<file path="config.mk">
export PLATFORM = sky130hd
export DESIGN_NAME = wave_scheduler
export DESIGN_NICKNAME = d
export VERILOG_FILES = /design/src/rtl/vector_pkg.sv /design/src/rtl/rr_pick.sv /design/src/rtl/wave_scheduler.sv
export SDC_FILE = /design/constraint.sdc
export NUM_CORES = 1
export LEC_CHECK = 0
export ABC_AREA = 0
export ABC_CLOCK_PERIOD_IN_PS = 2400
export CORE_MARGIN = 2
export CORE_UTILIZATION = 36
export CTS_CLUSTER_DIAMETER = 100
export DETAILED_ROUTE_END_ITERATION = 10
export PLACE_DENSITY = 0.7
export SYNTH_ARGS = -nofsm -noshare
export SYNTH_HDL_FRONTEND = slang
export SYNTH_SLANG_ARGS = --single-unit
</file>
<file path="constraint.sdc">
create_clock -name clk -period 2.4 [get_ports clk]
set_clock_uncertainty 0.2 [all_clocks]
set_input_delay 0.36 -clock clk [delete_from_list [all_inputs] [get_ports clk]]
set_output_delay 0.36 -clock clk [all_outputs]
set_load 0.05 [all_outputs]
</file>
<file path="src/rtl/vector_pkg.sv">
// Shared types and index-width helpers for the wave scheduler.
package vector_pkg;

  typedef enum logic [2:0] {
    S_IDLE     = 3'd0,
    S_WAIT     = 3'd1,
    S_SPAWN    = 3'd2,
    S_WAVE_END = 3'd3,
    S_OVER     = 3'd4
  } sched_state_t;

  localparam int DEF_N_ENEMY = 4;
  localparam int DEF_N_BASE  = 4;

  function automatic int idx_w(input int n);
    return (n <= 1) ? 1 : $clog2(n);
  endfunction

  localparam int SLOT_W = idx_w(DEF_N_ENEMY);
  localparam int BASE_W = idx_w(DEF_N_BASE);

endpackage

</file>
<file path="src/rtl/rr_pick.sv">
// Cyclic picker: first set request bit strictly after `last`, wrapping around.
module rr_pick #(
  parameter int N = 4
) (
  input  logic [N-1:0]         req,
  input  logic [$clog2(N)-1:0] last,
  output logic [$clog2(N)-1:0] idx,
  output logic                 valid
);

  localparam int W = $clog2(N);

  always_comb begin
    int c;
    idx   = '0;
    valid = 1'b0;
    c     = 0;
    // k = N revisits `last` itself, so a lone remaining request is still found
    for (int k = 1; k <= N; k++) begin
      c = int'(last) + k;
      if (c >= N) c = c - N;
      if (!valid && req[c]) begin
        idx   = W'(c);
        valid = 1'b1;
      end
    end
  end

endmodule

</file>
<file path="src/rtl/wave_scheduler.sv">
// Enemy wave sequencer: spawns into free slots on a frame-tick interval and
// targets un-nuked bases round-robin; declares game over when all bases fall.
module wave_scheduler
  import vector_pkg::*;
#(
  parameter int N_ENEMY        = DEF_N_ENEMY,
  parameter int N_BASE         = DEF_N_BASE,
  parameter int WAVE_SIZE      = 8,
  parameter int SPAWN_INTERVAL = 60
) (
  input  logic                      clk,
  input  logic                      rst,
  input  logic                      frame_tick,
  input  logic                      start,
  input  logic [N_ENEMY-1:0]        enemy_done,
  input  logic [N_BASE-1:0]         base_nuked,
  output logic [N_ENEMY-1:0]        spawn,
  output logic [$clog2(N_BASE)-1:0] spawn_base,
  output logic [N_ENEMY-1:0]        slot_busy,
  output logic [3:0]                wave_num,
  output logic                      game_over,
  output sched_state_t              dbg_state
);

  localparam int BW = $clog2(N_BASE);

  sched_state_t   state, state_nx;
  logic [9:0]     interval_cnt;
  logic [7:0]     spawned_cnt;
  logic [BW-1:0]  last_base;

  logic [N_ENEMY-1:0] free_oh;
  logic [BW-1:0]      pick_base;
  logic               pick_valid;
  logic               all_nuked, wave_done, can_spawn;
  logic               do_spawn, do_wave_end, cnt_inc;

  assign dbg_state = state;

  // lowest-index free slot, one-hot; descending loop lets the lowest win
  always_comb begin
    free_oh = '0;
    for (int i = N_ENEMY - 1; i >= 0; i--) begin
      if (!slot_busy[i]) begin
        free_oh    = '0;
        free_oh[i] = 1'b1;
      end
    end
  end

  rr_pick #(.N(N_BASE)) u_base_pick (
    .req   (~base_nuked),
    .last  (last_base),
    .idx   (pick_base),
    .valid (pick_valid)
  );

  assign all_nuked = &base_nuked;
  assign wave_done = (spawned_cnt == 8'(WAVE_SIZE)) && (slot_busy == '0);
  assign can_spawn = (spawned_cnt < 8'(WAVE_SIZE)) && (|free_oh) && pick_valid;

  // next state; all-nuked beats wave end, which beats a pending spawn
  always_comb begin
    state_nx    = state;
    do_spawn    = 1'b0;
    do_wave_end = 1'b0;
    cnt_inc     = 1'b0;
    case (state)
      S_IDLE: if (start) state_nx = S_WAIT;
      S_WAIT: begin
        if (all_nuked) begin
          state_nx = S_OVER;
        end else if (wave_done) begin
          state_nx = S_WAVE_END;
        end else if (frame_tick) begin
          if (interval_cnt == 10'(SPAWN_INTERVAL - 1)) begin
            if (can_spawn) begin
              do_spawn = 1'b1;
              state_nx = S_SPAWN;
            end
          end else begin
            cnt_inc = 1'b1;
          end
        end
      end
      S_SPAWN: state_nx = all_nuked ? S_OVER : S_WAIT;
      S_WAVE_END: begin
        if (all_nuked) begin
          state_nx = S_OVER;
        end else begin
          do_wave_end = 1'b1;
          state_nx    = S_WAIT;
        end
      end
      S_OVER: state_nx = S_OVER;
      default: state_nx = S_IDLE;
    endcase
  end

  // spawn outputs are loaded on the deciding edge so they are visible in SPAWN
  always_ff @(posedge clk) begin
    if (rst) begin
      state        <= S_IDLE;
      interval_cnt <= '0;
      spawned_cnt  <= '0;
      last_base    <= BW'(N_BASE - 1);
      spawn        <= '0;
      spawn_base   <= '0;
      slot_busy    <= '0;
      wave_num     <= '0;
      game_over    <= 1'b0;
    end else begin
      state     <= state_nx;
      spawn     <= do_spawn ? free_oh : '0;
      slot_busy <= (slot_busy & ~enemy_done) | (do_spawn ? free_oh : '0);
      if (do_spawn) begin
        spawn_base   <= pick_base;
        last_base    <= pick_base;
        spawned_cnt  <= spawned_cnt + 8'd1;
        interval_cnt <= '0;
      end else if (cnt_inc) begin
        interval_cnt <= interval_cnt + 10'd1;
      end
      if (do_wave_end) begin
        if (wave_num != 4'hf) wave_num <= wave_num + 4'd1;
        spawned_cnt  <= '0;
        interval_cnt <= '0;
      end
      if (state_nx == S_OVER) game_over <= 1'b1;
    end
  end

endmodule

</file>
Yosys cells after proc, flatten, opt, wreduce, memory -nomap -nowiden
Index checks and enable logic that the tools add are counted.
{"block": "classes", "n_addsub": 11, "magnitude_cmp": 9, "eq_ne": 8, "muxes": 50, "bitwise_logic": 4, "reduce_logical": 17}
{"cell": "$ge 32x4->1 const B", "n": 4}
{"cell": "$lt 32x4->1 const B", "n": 4}
{"cell": "$mux 32", "n": 4}
{"cell": "$sub 32x4->32 const B", "n": 4}
{"cell": "$mux 1", "n": 25}
{"cell": "$mux 3", "n": 7}
{"cell": "$mux 4", "n": 5}
{"cell": "$pmux 3 s4", "n": 1}
{"cell": "$add 10x1->10 const B", "n": 1}
{"cell": "$eq 10x6->1 const B", "n": 1}
{"cell": "$add 8x1->8 const B", "n": 1}
{"cell": "$bmux 1 s2", "n": 4}
{"cell": "$eq 8x4->1 const B", "n": 1}
{"cell": "$lt 8x4->1 const B", "n": 1}
{"cell": "$mux 2", "n": 4}
{"cell": "$not 4->4", "n": 2}
{"cell": "$add 2x2->3 const B", "n": 2}
{"cell": "$eq 3x2->1 const B", "n": 2}
{"cell": "$eq 3x3->1 const B", "n": 2}
{"cell": "$logic_and 1x1->1", "n": 6}
{"cell": "$add 2x3->4 const B", "n": 1}
{"cell": "$add 4x1->4 const B", "n": 1}
{"cell": "$and 4x4->4", "n": 1}
{"cell": "$logic_not 4->1", "n": 1}
{"cell": "other kinds (11)", "n": 14}
{"block": "totals", "regBits": 38, "input_bits": 12, "output_inout_bits": 18, "elab_cells": 108}

Depth between registers and ports, before layout
{"block": "depth", "ltp_word": 25, "mapped_depth": 8, "ltp_nobuf": 7}

Hierarchy
From an unflattened synthesis, not the netlist that was laid out.
{"block": "unflattened", "hier_cells": 200, "hier_area_um2": 1790.5}
{"module": "wave_scheduler", "instances": 1, "cells_per_inst": 186, "area_per_inst_um2": 1699.1, "seq_area_each_um2": 760.7}
{"module": "rr_pick", "instances": 1, "cells_per_inst": 14, "area_per_inst_um2": 91.3, "seq_area_each_um2": 0.0}

Least setup slack after synthesis
Ideal clock, no wire load.
{"block": "synth_timing", "kind": "reg-to-reg", "startpoint": "register slot_busy[0]", "endpoint": "register spawned_cnt[1]", "setup_time_ns": 0.114, "arrival_time_ns": 1.777, "required_time_ns": 2.086, "slack_ns": 0.308, "stages_incl_launch_ff": 8, "n_path_buf": 2, "synth_period_minus_slack_ns": 2.092, "path_cell_list": "dfxtp_1 > clkbuf_1 > nand4_1 > and4_1 > nand4_4 > buf_2 > mux2i_1 > nor2_1"}
{"block": "synth_via", "elab_chain_len": 10, "word_cells_on_any_way": 12, "cone_classes": "7 x mux; 5 x reduce/logical"}
{"item": "from (decl)", "line_no": "wave_scheduler.sv:19", "source": "output logic [N_ENEMY-1:0] slot_busy,"}
{"item": "from (signal assigned)", "line_no": "wave_scheduler.sv:115", "source": "slot_busy <= (slot_busy & ~enemy_done) | (do_spawn ? free_oh : '0);"}
{"item": "$mux 4", "line_no": "wave_scheduler.sv:44", "source": "if (!slot_busy[i]) begin"}
{"item": "$reduce_or 4->1", "line_no": "wave_scheduler.sv:60", "source": "assign can_spawn = (spawned_cnt < 8'(WAVE_SIZE)) && (|free_oh) && pick_valid;"}
{"item": "$logic_and 1x1->1 (2 in series)", "line_no": "wave_scheduler.sv:60"}
{"item": "$mux 1", "line_no": "wave_scheduler.sv:77", "source": "if (can_spawn) begin"}
{"item": "$mux 1", "line_no": "wave_scheduler.sv:76", "source": "if (interval_cnt == 10'(SPAWN_INTERVAL - 1)) begin"}
{"item": "$mux 1", "line_no": "wave_scheduler.sv:75", "source": "end else if (frame_tick) begin"}
{"item": "$mux 1 (*)", "line_no": "wave_scheduler.sv:73", "source": "end else if (wave_done) begin"}
{"item": "$mux 1 (*)", "line_no": "wave_scheduler.sv:71", "source": "if (all_nuked) begin"}
{"item": "$mux 1 (*)", "line_no": "wave_scheduler.sv:68", "source": "case (state)"}
{"item": "to (signal assigned)", "line_no": "wave_scheduler.sv:119", "source": "spawned_cnt <= spawned_cnt + 8'd1;"}
{"item": "to (decl)", "line_no": "wave_scheduler.sv:29", "source": "logic [7:0] spawned_cnt;"}
Mark *: on every way between the ends. The rest lies on a longest branch, timed or not.
A chain may end at the register's enable or synchronous reset.

Worst setup path in the final report
{"block": "layout_timing", "startpoint": "register slot_busy[0]", "endpoint": "output port slot_busy[0]"}
No word-level cell between the ends.

==> results.toml <==
[status]
status = "completed"

[timing]
final_max_slew_viol_count = 0
fmax_ghz = 0.448
min_period_ns = 2.23
fin_crit_sh_pct = 92.9
tightest_slew_ns = 0.504
layout_setup_ws_ns = 0.170
maxSlewHeadroom_pct = 66.3
setup_tns_ns = 0
hold_viol = 0
finalSetupViolCount = 0
rsz0062_at_grt = "no"

[synthesis]
syn_nets = 208
synthArstFlopShare_pct = 0
synth_edf_count = 0
yosysUniqueCellTypes = 44
synth.largest_area_cell = "dfxtp_1"
ys_ff_latch = 38
synth-main-ff-cell = "dfxtp_1"
ys_seq_area_share_pct = 44.2
avgSynthCellArea_um2 = 8.97
syn_area_mm2 = 0.00172
netlist_top_cells_area = "dfxtp_1, nor2_1, a21oi_1"
yosys.area.top_type_share_pct = 44.2
synth_warnings = 0
syn_inst = 192

[power]
ir_drop_v = 0.000338
power.density_mw_per_mm2 = 604
p_leak_nw = 0.837
p_total_mw = 1.38

[die]
fp.dieH_um = 73.2
coreArea_mm2 = 0.00466
io_pins = 30
num_rows = 25
initial_core_util_pct = 36.9
die_area_mm2 = 0.00535
die_x_um = 73.2

[flow_run]
maxCapViolCount = 0

[cts]
cts_tree = "built"
clkSinkCount = 38
clock_insertion_delay_worst_skew_ns = 0.29
cts_inserted_buffers = 5
cts.hold.buffers_added = 0
cts_root_buffer = "clkbuf_8"
clk_path_buf_depth = 2
clkTransAtPathRegs_ns = 0.08
cts_setup_buffers = 0
post_cts_resized = 0
htree_levels = 2

[critical_path]
critical_path_class = "reg -> out"
critPathMaxFanout = 9
cp-end-kind = "primary output"
max_stage_delay_ns = 0.86
worstPathArrival_ns = 1.67
required_ns = 1.84
cp-start-kind = "flip-flop"
slowest_stage = "clkdlybuf4s50_1"
crit_buf_inv = 1
cp_top_family = "buffers and inverters"
path_cells = "clkdlybuf4s50_1"

[finish]
diodes = 0
areaGrowthSynthToFinish_pct = 32.6
nets = 251
drive_gt1_share_pct = 11.9
final_area_mm2 = 0.00228

[drt]
viasPerCell = 5.16
dr.first_iter.drc_count = 70
dr.pass1.iters = 4
via_count = 1497
wire_per_inst_um = 12.3
wl_um = 3560
ant_nets = 0
route.detailed.drc = 0

[global_routing]
grt_pass1_vias = 1334
grt_max_degree = 17
antenna_found_initial = 0
grt_pass1_wl_um = 5880
overflow = 0
grt_use_total_pct = 14.1

[placement]
dp_hpwl_um = 2630
placed_cell_area_mm2 = 0.00215
portBuffers = 29
pre_cts_slack_ns = 0.0706
place_congestion = 0.873

[worst_hold_path]
min_path_type = "reg -> reg"
==> cell usage in the layout (no fill, tap or decap), types with 2 or more instances in the layout <==
cell and instances:
dfxtp_1 38, clkdlybuf4s50_1 29, nor2_1 26, a21oi_1 15, nand3_1 12, buf_4 11, inv_1 9, o21ai_0 8
xor2_1 7, nand4_1 6, or3_1 6, nand2_1 5, nor2b_1 5, nor3_1 5, and2_1 5, clkbuf_8 5
ha_1 4, nand2b_1 3, and3_1 3, mux2i_1 3, nor4_2 2, and4_1 2, nor4_1 2, xnor2_1 2
bufinv_16 2
==> per-stage QoR <==
stage,util [%],std cells,hold slack (ns)
final,49.0,290,0.244
after global placement,46.0,282,0.235
after global routing,49.0,290,0.289
after detailed placement,46.0,282,0.235
after floorplan,-,192,0.251
after CTS,49.0,290,0.247
==> report_power, final <==
part	switching [mW]	internal (mW)
combinational	0.0471	0.0433
clock	0.234	0.416
sequential	0.00450	0.634
total	0.285	1.09
==> state kept, by name, summed over array words and instances, names as in the netlist <==
| register | cells |
|---|---|
| last_base | 2 |
| game_over | 1 |
| spawn_base | 2 |
| wave_num | 4 |
| spawned_cnt | 8 |
| dbg_state | 3 |
| spawn | 4 |
| slot_busy | 4 |
| interval_cnt | 10 |
==> Yosys cell counts (all sizes together), types with 6 or more instances <==
master and count:
o21ai 8, dfxtp 38, or3 6, nor3 6
nand4 8, a21oi 15, nand3 12, nor2 26
inv 9, xor2 7, nand2 6
==> layout make-up <==
type / instances / area [µm²]
fillers: 448 / 2380
multi-input cells: 141 / 911
flip-flops and latches: 38 / 761
repair buffers: 40 / 373
clock buffers: 5 / 68.8
clock inverters: 3 / 68.8
well taps: 54 / 67.6
inverters: 9 / 33.8
==> metal layers <==
layer | routed length (µm) | track usage [%]
met1 | 1790 | 18.4
met2 | 1610 | 22.0
met3 | 101 | 3.31
met4 | 59 | 6.17
met5 | 0 | 0
==> cells by family after synthesis <==
logic type | share of synthesized area (%)
and+or+nand+nor | 32.3
DFF | 44.2
AOI/OAI and AO/OA | 10.1
adders and majority gates | 2.91
muxes | 3.05
xor gates and xnor gates | 4.58
buffers and inverters | 2.91
==> worst paths after layout <==
check	depth (start not counted)	endpoint	from	slack (ns)
worst max-delay path	1	slot_busy[0]	slot_busy[0]	0.17
worst min register to register	2	game_over	game_over	0.24
worst min-delay path	2	game_over	game_over	0.24
worst max register to register	8	interval_cnt[4]	spawned_cnt[0]	0.34
Power figures use the tool's default switching activity.
